--- src/rtl/fpu_issue_pkg.sv ---
// Shared types and default configuration for the FP add/sub issue controller.
// Tag-pipe entries track ops in the FU; result entries are what the result FIFO stores.
package fpu_issue_pkg;

    localparam int TAG_W_DEF     = 4;
    localparam int FU_LAT_DEF    = 3;
    localparam int RES_DEPTH_DEF = 4;
    localparam int DATA_W        = 32;

    typedef struct packed {
        logic                 occ;
        logic                 keep;
        logic [TAG_W_DEF-1:0] tag;
    } tp_entry_t;

    typedef struct packed {
        logic [DATA_W-1:0]    result;
        logic                 exception;
        logic [TAG_W_DEF-1:0] tag;
    } res_entry_t;

    function automatic res_entry_t pack_result(
        input logic [DATA_W-1:0]    result,
        input logic                 exception,
        input logic [TAG_W_DEF-1:0] tag
    );
        res_entry_t e;
        e.result    = result;
        e.exception = exception;
        e.tag       = tag;
        return e;
    endfunction

endpackage

--- src/rtl/fpu_result_fifo.sv ---
// Synchronous result FIFO with a clear input; DEPTH must be a power of two so
// the pointers wrap naturally.
module fpu_result_fifo #(
    parameter int WIDTH = 37,
    parameter int DEPTH = 4
) (
    input  logic                   clk,
    input  logic                   rst_n,
    input  logic                   clr,
    input  logic                   push,
    input  logic [WIDTH-1:0]       push_data,
    input  logic                   pop,
    output logic [WIDTH-1:0]       head_data,
    output logic [$clog2(DEPTH):0] count,
    output logic                   full,
    output logic                   empty
);

    localparam int AW = $clog2(DEPTH);
    localparam logic [AW:0] FULL_CNT = DEPTH[AW:0];

    logic [WIDTH-1:0] r_mem [DEPTH];
    logic [AW-1:0]    r_wr_ptr;
    logic [AW-1:0]    r_rd_ptr;
    logic [AW:0]      r_cnt;
    logic             w_push_ok;
    logic             w_pop_ok;

    assign full      = (r_cnt == FULL_CNT);
    assign empty     = (r_cnt == '0);
    assign count     = r_cnt;
    assign head_data = r_mem[r_rd_ptr];

    // Clear wins over both push and pop, so a coincident pop is discarded.
    assign w_push_ok = push & ~full & ~clr;
    assign w_pop_ok  = pop & ~empty & ~clr;

    // Pointer and occupancy bookkeeping.
    always_ff @(posedge clk or negedge rst_n) begin
        if (!rst_n) begin
            r_wr_ptr <= '0;
            r_rd_ptr <= '0;
            r_cnt    <= '0;
        end else if (clr) begin
            r_wr_ptr <= '0;
            r_rd_ptr <= '0;
            r_cnt    <= '0;
        end else begin
            if (w_push_ok) begin
                r_wr_ptr <= r_wr_ptr + AW'(1);
            end
            if (w_pop_ok) begin
                r_rd_ptr <= r_rd_ptr + AW'(1);
            end
            case ({w_push_ok, w_pop_ok})
                2'b10:   r_cnt <= r_cnt + (AW+1)'(1);
                2'b01:   r_cnt <= r_cnt - (AW+1)'(1);
                default: r_cnt <= r_cnt;
            endcase
        end
    end

    // Storage array; contents are only meaningful below the count.
    always_ff @(posedge clk) begin
        if (w_push_ok) begin
            r_mem[r_wr_ptr] <= push_data;
        end
    end

endmodule

--- src/rtl/fpu_addsub_issue_ctrl.sv ---
// Issue controller for the fixed-latency FP add/sub unit: credit-gated admission,
// tag pipe matching FU done pulses, and a result FIFO absorbing writeback backpressure.
module fpu_addsub_issue_ctrl
    import fpu_issue_pkg::*;
#(
    parameter int TAG_W     = TAG_W_DEF,
    parameter int FU_LAT    = FU_LAT_DEF,
    parameter int RES_DEPTH = RES_DEPTH_DEF
) (
    input  logic             clk,
    input  logic             rst_n,
    input  logic             flush,
    input  logic             in_valid,
    output logic             in_ready,
    input  logic [31:0]      in_a,
    input  logic [31:0]      in_b,
    input  logic             in_sub,
    input  logic [TAG_W-1:0] in_tag,
    output logic             fu_start,
    output logic [31:0]      fu_a,
    output logic [31:0]      fu_b,
    output logic             fu_sub,
    input  logic             fu_done,
    input  logic [31:0]      fu_result,
    input  logic             fu_exception,
    output logic             out_valid,
    input  logic             out_ready,
    output logic [31:0]      out_result,
    output logic             out_exception,
    output logic [TAG_W-1:0] out_tag,
    output logic             busy,
    output logic             err_protocol
);

    localparam int CNT_W = $clog2(RES_DEPTH) + 1;
    localparam logic [CNT_W:0] CREDIT_MAX = RES_DEPTH[CNT_W:0];

    tp_entry_t [FU_LAT-1:0] r_pipe;
    logic                   r_alive;
    logic                   r_err;

    tp_entry_t        w_last;
    res_entry_t       w_push_entry;
    res_entry_t       w_head_entry;
    logic [CNT_W-1:0] w_occ_cnt;
    logic [CNT_W-1:0] w_fifo_cnt;
    logic [CNT_W:0]   w_credit_used;
    logic             w_any_occ;
    logic             w_accept;
    logic             w_push_req;
    logic             w_pop;
    logic             w_fifo_full;
    logic             w_fifo_empty;
    logic             w_done_err;
    logic             w_full_err;

    // Killed entries still hold a credit until they leave the pipe.
    always_comb begin
        w_occ_cnt = '0;
        w_any_occ = 1'b0;
        for (int i = 0; i < FU_LAT; i++) begin
            w_occ_cnt = w_occ_cnt + {{(CNT_W-1){1'b0}}, r_pipe[i].occ};
            w_any_occ = w_any_occ | r_pipe[i].occ;
        end
    end

    assign w_credit_used = {1'b0, w_occ_cnt} + {1'b0, w_fifo_cnt};
    assign in_ready      = r_alive & ~flush & (w_credit_used < CREDIT_MAX);
    assign w_accept      = in_valid & in_ready;

    assign fu_start = w_accept;
    assign fu_a     = in_a;
    assign fu_b     = in_b;
    assign fu_sub   = in_sub;

    // The oldest entry lines up with this cycle's fu_done.
    assign w_last       = r_pipe[FU_LAT-1];
    assign w_push_req   = fu_done & w_last.occ & w_last.keep & ~flush;
    assign w_push_entry = pack_result(fu_result, fu_exception, w_last.tag);
    assign w_done_err   = fu_done ^ w_last.occ;
    assign w_full_err   = w_push_req & w_fifo_full;
    assign w_pop        = ~w_fifo_empty & out_ready;

    // Gate admission until the first edge after reset release.
    always_ff @(posedge clk or negedge rst_n) begin
        if (!rst_n) begin
            r_alive <= 1'b0;
        end else begin
            r_alive <= 1'b1;
        end
    end

    // Tag pipe: shifts every cycle; flush kills in-flight ops but keeps occupancy.
    always_ff @(posedge clk or negedge rst_n) begin
        if (!rst_n) begin
            r_pipe <= '0;
        end else begin
            r_pipe[0].occ  <= w_accept;
            r_pipe[0].keep <= w_accept;
            r_pipe[0].tag  <= in_tag;
            for (int i = 1; i < FU_LAT; i++) begin
                r_pipe[i].occ  <= r_pipe[i-1].occ;
                r_pipe[i].keep <= r_pipe[i-1].keep & ~flush;
                r_pipe[i].tag  <= r_pipe[i-1].tag;
            end
        end
    end

    // Sticky protocol error, cleared only by reset.
    always_ff @(posedge clk or negedge rst_n) begin
        if (!rst_n) begin
            r_err <= 1'b0;
        end else if (w_done_err | w_full_err) begin
            r_err <= 1'b1;
        end else begin
            r_err <= r_err;
        end
    end

    fpu_result_fifo #(
        .WIDTH ($bits(res_entry_t)),
        .DEPTH (RES_DEPTH)
    ) u_fifo (
        .clk       (clk),
        .rst_n     (rst_n),
        .clr       (flush),
        .push      (w_push_req),
        .push_data (w_push_entry),
        .pop       (w_pop),
        .head_data (w_head_entry),
        .count     (w_fifo_cnt),
        .full      (w_fifo_full),
        .empty     (w_fifo_empty)
    );

    assign out_valid     = ~w_fifo_empty;
    assign out_result    = w_head_entry.result;
    assign out_exception = w_head_entry.exception;
    assign out_tag       = w_head_entry.tag;
    assign busy          = w_any_occ | ~w_fifo_empty;
    assign err_protocol  = r_err;

endmodule

--- config.mk ---
export PLATFORM = sky130hd
export DESIGN_NAME = fpu_addsub_issue_ctrl
export DESIGN_NICKNAME = d
export VERILOG_FILES = /design/src/rtl/fpu_issue_pkg.sv /design/src/rtl/fpu_result_fifo.sv /design/src/rtl/fpu_addsub_issue_ctrl.sv
export SDC_FILE = /design/constraint.sdc
export NUM_CORES = 1
export LEC_CHECK = 0
export CORE_ASPECT_RATIO = 1.25
export CORE_MARGIN = 3
export CORE_UTILIZATION = 50
export DETAILED_ROUTE_END_ITERATION = 8
export PLACE_DENSITY = 0.88
export SYNTH_ARGS = -nofsm -noshare
export SYNTH_HDL_FRONTEND = slang
export SYNTH_HIERARCHICAL = 1
export SYNTH_SLANG_ARGS = --single-unit
--- constraint.sdc ---
create_clock -name clk -period 8.35 [get_ports clk]
set_clock_uncertainty 0.1 [all_clocks]
set_input_delay 1.67 -clock clk [delete_from_list [all_inputs] [get_ports clk]]
set_output_delay 1.67 -clock clk [all_outputs]
set_load 0.02 [all_outputs]
# == After elaboration in Yosys (flattened, before gate mapping) ==
# Memories as Yosys holds them, arrays and structs flattened.
# Index checks and enable logic that the tools add are counted.
# W data, S select, Z words.
# totals
reg_bits,26
latch_bits,0
mem_bits_rw,148
mem_bits_ro,0
inputBits,108
out_inout_bits,107
mem_count,1
# memory_table
name,words,width,rd,rd_clocked_by_memory_dff,write_ports,line_no,source
u_fifo.r_mem,4,37,1,0,1,fpu_result_fifo.sv:22,logic [WIDTH-1:0] r_mem [DEPTH];
# op_classes
n_addsub,7
multipliers,0
div_mod_pow,0
n_lt_le_gt_ge,1
eq_ne,3
shift,0
n_mux,8
n_bitwise,22
reduce_logical,4
# op_table
op,count
$and A1 B1 Y1,14
$mux W2,4
$pmux W3 S2,1
$add A2 B1 Y2 const B,2
$add A3 B3 Y4,1
$lt A4 B3 Y1 const B,1
$or A1 B1 Y1,4
$reduce_bool A2 Y1,2
$add A2 B1 Y3,1
$add A3 B1 Y3 const B,1
$eq A3 B3 Y1 const B,1
$logic_not A3 Y1,1
$mux W3,1
$not A1 Y1,3
$reduce_bool A3 Y1,1
$sub A3 B1 Y3 const B,1
$add A1 B1 Y2,1
$eq A2 B1 Y1 const B,1
$eq A2 B2 Y1 const B,1
$mux W1,2
$xor A1 B1 Y1,1

# == Depth between registers and ports, before layout ==
# depth
ltp_word,8
mapped_depth,11

# == Cells and area by module ==
# The synthesis kept the hierarchy.
# by_module_without_submodules
module,n_inst,cells_per_inst,area_each_um2
fpu_result_fifo,1,257,5885.6
fpu_addsub_issue_ctrl,1,105,1127.3

# == Worst setup path before layout ==
# No wires, ideal clock.
# synth_timing
path_type,input to output
start,in flush
end,out fu_start
arrival_ns,2.561
setup_slack_ns,4.019
cell_stages,2
n_path_buf,0
path_cell_list,or4b_4 -> a311oi_2
# synth_between
elab_chain_len,4
# synth_lines
item,line_no,source
start: declaration,fpu_addsub_issue_ctrl.sv:12,"input logic flush,"
$not A1 Y1,fpu_addsub_issue_ctrl.sv:68,assign in_ready = r_alive & ~flush & (w_credit_used < CREDIT_MAX);
$and A1 B1 Y1 (2 in series),fpu_addsub_issue_ctrl.sv:68,
$and A1 B1 Y1,fpu_addsub_issue_ctrl.sv:69,assign w_accept = in_valid & in_ready;
end: declaration,fpu_addsub_issue_ctrl.sv:19,"output logic fu_start,"
# Every way passes these cells.

# == Final worst setup path ==
# Ends and elaborated chain as after synthesis.

==> qor.txt <==
FF+latch count, synth: 174
Setup-failing EPs final: 0
Clock Pin Slew Worst Setup and Hold Paths: 0.07 ns
fin util: 59.87%
class of the worst hold path: flip-flop to flip-flop
Final Hold Vio Count: 0
clock root buffer master: clkbuf_16
initial cell density of the core: 52.08%
global route overflow: 0
nets@finish: 506
drt total wl: 12830 µm
Slowest Stage Delay on Critical Path: 0.67 ns
max cap viols: 0
# diodes: 0
crit-path max FO: 13
largest family of logic cells by synthesized area: multiplexers
Skew-Pair Late Insertion Delay: 0.41 ns
Mapped Nets: 479
Routability Congestion: 0.7970
I/O Buffers: 84
Area Overhead vs Synth: 14.97%
hold slack: 0.2456 ns
vias per cell: 5.592
Top FF cell, synth: edfxtp_1
htree depth: 4
Avg Cell Area, Syn: 19.37 µm²
most frequent CP cell: clkdlybuf4s50_1
post-CTS sizing: 0
sequential cell area fraction in the yosys report: 72.65%
pins over their slew limit: 0
critical-path cell list: clkdlybuf4s50_1, or4b_4, a311oi_2, clkdlybuf4s50_1
vias in the first global route: 3491
CTS Buf Count: 17
relative slew slack: 28.19%
r2r setup slk: 5.44 ns
final setup TNS: 0 ns
Post-Synthesis Cells: 362
outcome: finished, final reports clean
VDD IR max: 0.1468 mV
asr flop ratio synth: 14.94%
Die ar.: 15490 µm²
pwr dens: 211.8 nW/µm²
first-pass GRT wire length: 20100 µm
Synth cell types: 39
Synth Area in Simple Gates: 2.337%
hpwl dp: 8265 µm
Leak: 2.665 nW
overall power: 1.707 mW
f_max: 177.9 MHz
TritonCTS clock tree: yes
average wire per standard cell: 22.46 µm
largest net degree at the start of global routing: 39
yosys warns: 6
Die Wd: 111.9 µm
crit path time final: 5.622 ns
DRC: 0
Synth Area in XOR/XNOR: 0.3747%
vias: 3193
proportion of layout cells with a drive suffix above 1: 18.75%
synthesized area: 7013 µm²
Worst-Margin Slew: 1.077 ns
IO Pins: 215
# hold bufs at CTS: 0
Critical Path Sink Type: output port
Sink Count: 174
number of synthesized flops with an enable pin: 148
slowest stage cell, crit path: clkdlybuf4s50_1
WP data arrival: 3.85 ns
antenna violations before repair: 0
core area: 13470 µm²
CP required: 6.58 ns
initial DRC count: 176
post-synthesis compound-gate area fraction: 2.016%
setup repair bufs after CTS: 0
Die Span Y: 138.4 µm
Startpoint Class: input pin
kind of critical path: input pin to output port
post-route ant nets: 0
Total GRT Usage: 17.06%
# rows: 47
adder-cell share of the synthesized area: 1.820%
part of the cycle the worst path needs: 67.32%
post-synthesis mux area share: 12.02%
RSZ-0062 raised after global routing: false
drt pass-1 iters: 4
CTS max path bufs: 2
-- logic make-up (layout without fill, tap and decap cells) --
group	count (synthesis)	count (layout)
AOI/OAI and AO/OA	19	19
xor gates and xnor gates	3	3
adders and majority gates	9	9
buffers and inverters	89	127
DFF	174	174
muxes	38	38
other	1	1
and+or+nand+nor	29	29
-- flip-flops by register name (all words and copies together), names as in the netlist --
register / count
u_fifo/r_wr_ptr: 2
r_pipe: 17
u_fifo/r_mem: 148
r_alive: 1
u_fifo/r_rd_ptr: 2
err_protocol: 1
u_fifo/count: 3
-- worst paths after layout --
kind	startpoint	endpoint	depth (start not counted)
worst max-delay path	flush	fu_start	4
worst min-delay path	r_pipe[2]$_DFF_PN0_	r_pipe[8]$_DFF_PN0_	0
worst max register to register	u_fifo/count[0]$_DFFE_PN0P_	u_fifo/count[1]$_DFFE_PN0P_	9
worst min register to register	r_pipe[2]$_DFF_PN0_	r_pipe[8]$_DFF_PN0_	0
max in group asynchronous	rst_n	u_fifo/r_rd_ptr[1]$_DFFE_PN0P_	2
min in group asynchronous	rst_n	r_pipe[9]$_DFF_PN0_	2
-- metal layers --
metal | vias up | part of all wire (%) | track usage [%]
met5 | - | 0 | 0
met4 | 0 | 4.7 | 9.051
met3 | 64 | 8.2 | 6.469
li1 | 1380 | - | -
met2 | 131 | 51 | 28.43
met1 | 1618 | 36 | 18.99
-- layout by cell type, fill, tap and decap left out, types with 4 or more instances in the layout --
| cell type | n |
|---|---|
| ha_1 | 7 |
| nor2_1 | 7 |
| dfrtp_1 | 24 |
| clkdlybuf4s50_1 | 84 |
| clkbuf_16 | 17 |
| inv_1 | 11 |
| nand2_1 | 4 |
| nand2b_1 | 4 |
| edfxtp_1 | 148 |
| mux4_2 | 37 |
| clkinvlp_4 | 4 |
| and2_2 | 4 |
-- cells in the mapped netlist (2+ instances only) --
master / count / area, µm²
edfxtp_1: 148 / 4444
buf_4: 68 / 510.5
mux4_2: 37 / 833.3
dfrtp_1: 26 / 650.6
inv_1: 11 / 41.29
ha_1: 7 / 87.58
nor2_1: 7 / 26.28
buf_2: 6 / 30.03
and2_1: 4 / 25.02
nand2_1: 4 / 15.01
nand2b_1: 4 / 25.02
nor3_1: 3 / 15.01
o21ai_0: 3 / 15.01
a21oi_1: 2 / 10.01
buf_6: 2 / 22.52
clkbuf_1: 2 / 7.510
fa_1: 2 / 40.04
nand3b_1: 2 / 15.01
nor2b_1: 2 / 12.51
o22ai_1: 2 / 12.51
xor2_1: 2 / 17.52
-- per-stage QoR --
stage	instances	cell area (µm²)	setup WS, ns
final	571	8063	2.728
after global routing	571	8063	2.627
after CTS	571	8063	2.732
after detailed placement	541	7520	2.749
after global placement	541	7520	2.768
after floorplan	362	7013	4.019
-- power by group --
part	switching, mW	internal (mW)
registers	0.00214	0.947
clock network	0.312	0.410
logic	0.0158	0.0208
-- worst max-delay path: cells and delay by family --
kind	cells	cell delay, ns
AO/OA/AOI/OAI	1	0.25
buffers and inverters	2	1.33
AND/OR/NAND/NOR	1	0.60
-- final cells by class --
type                            count  area [µm²]
Sequential cell                   174        5097
Timing Repair Buffer               86       855.8
Fill cell                         959        5404
Tap cell                          171       214.0
Inverter                           11       41.29
Multi-Input combinational cell     99        1311
Clock inverter                     12       113.9
Clock buffer                       18       429.2
(Power assumes the default switching activity.)
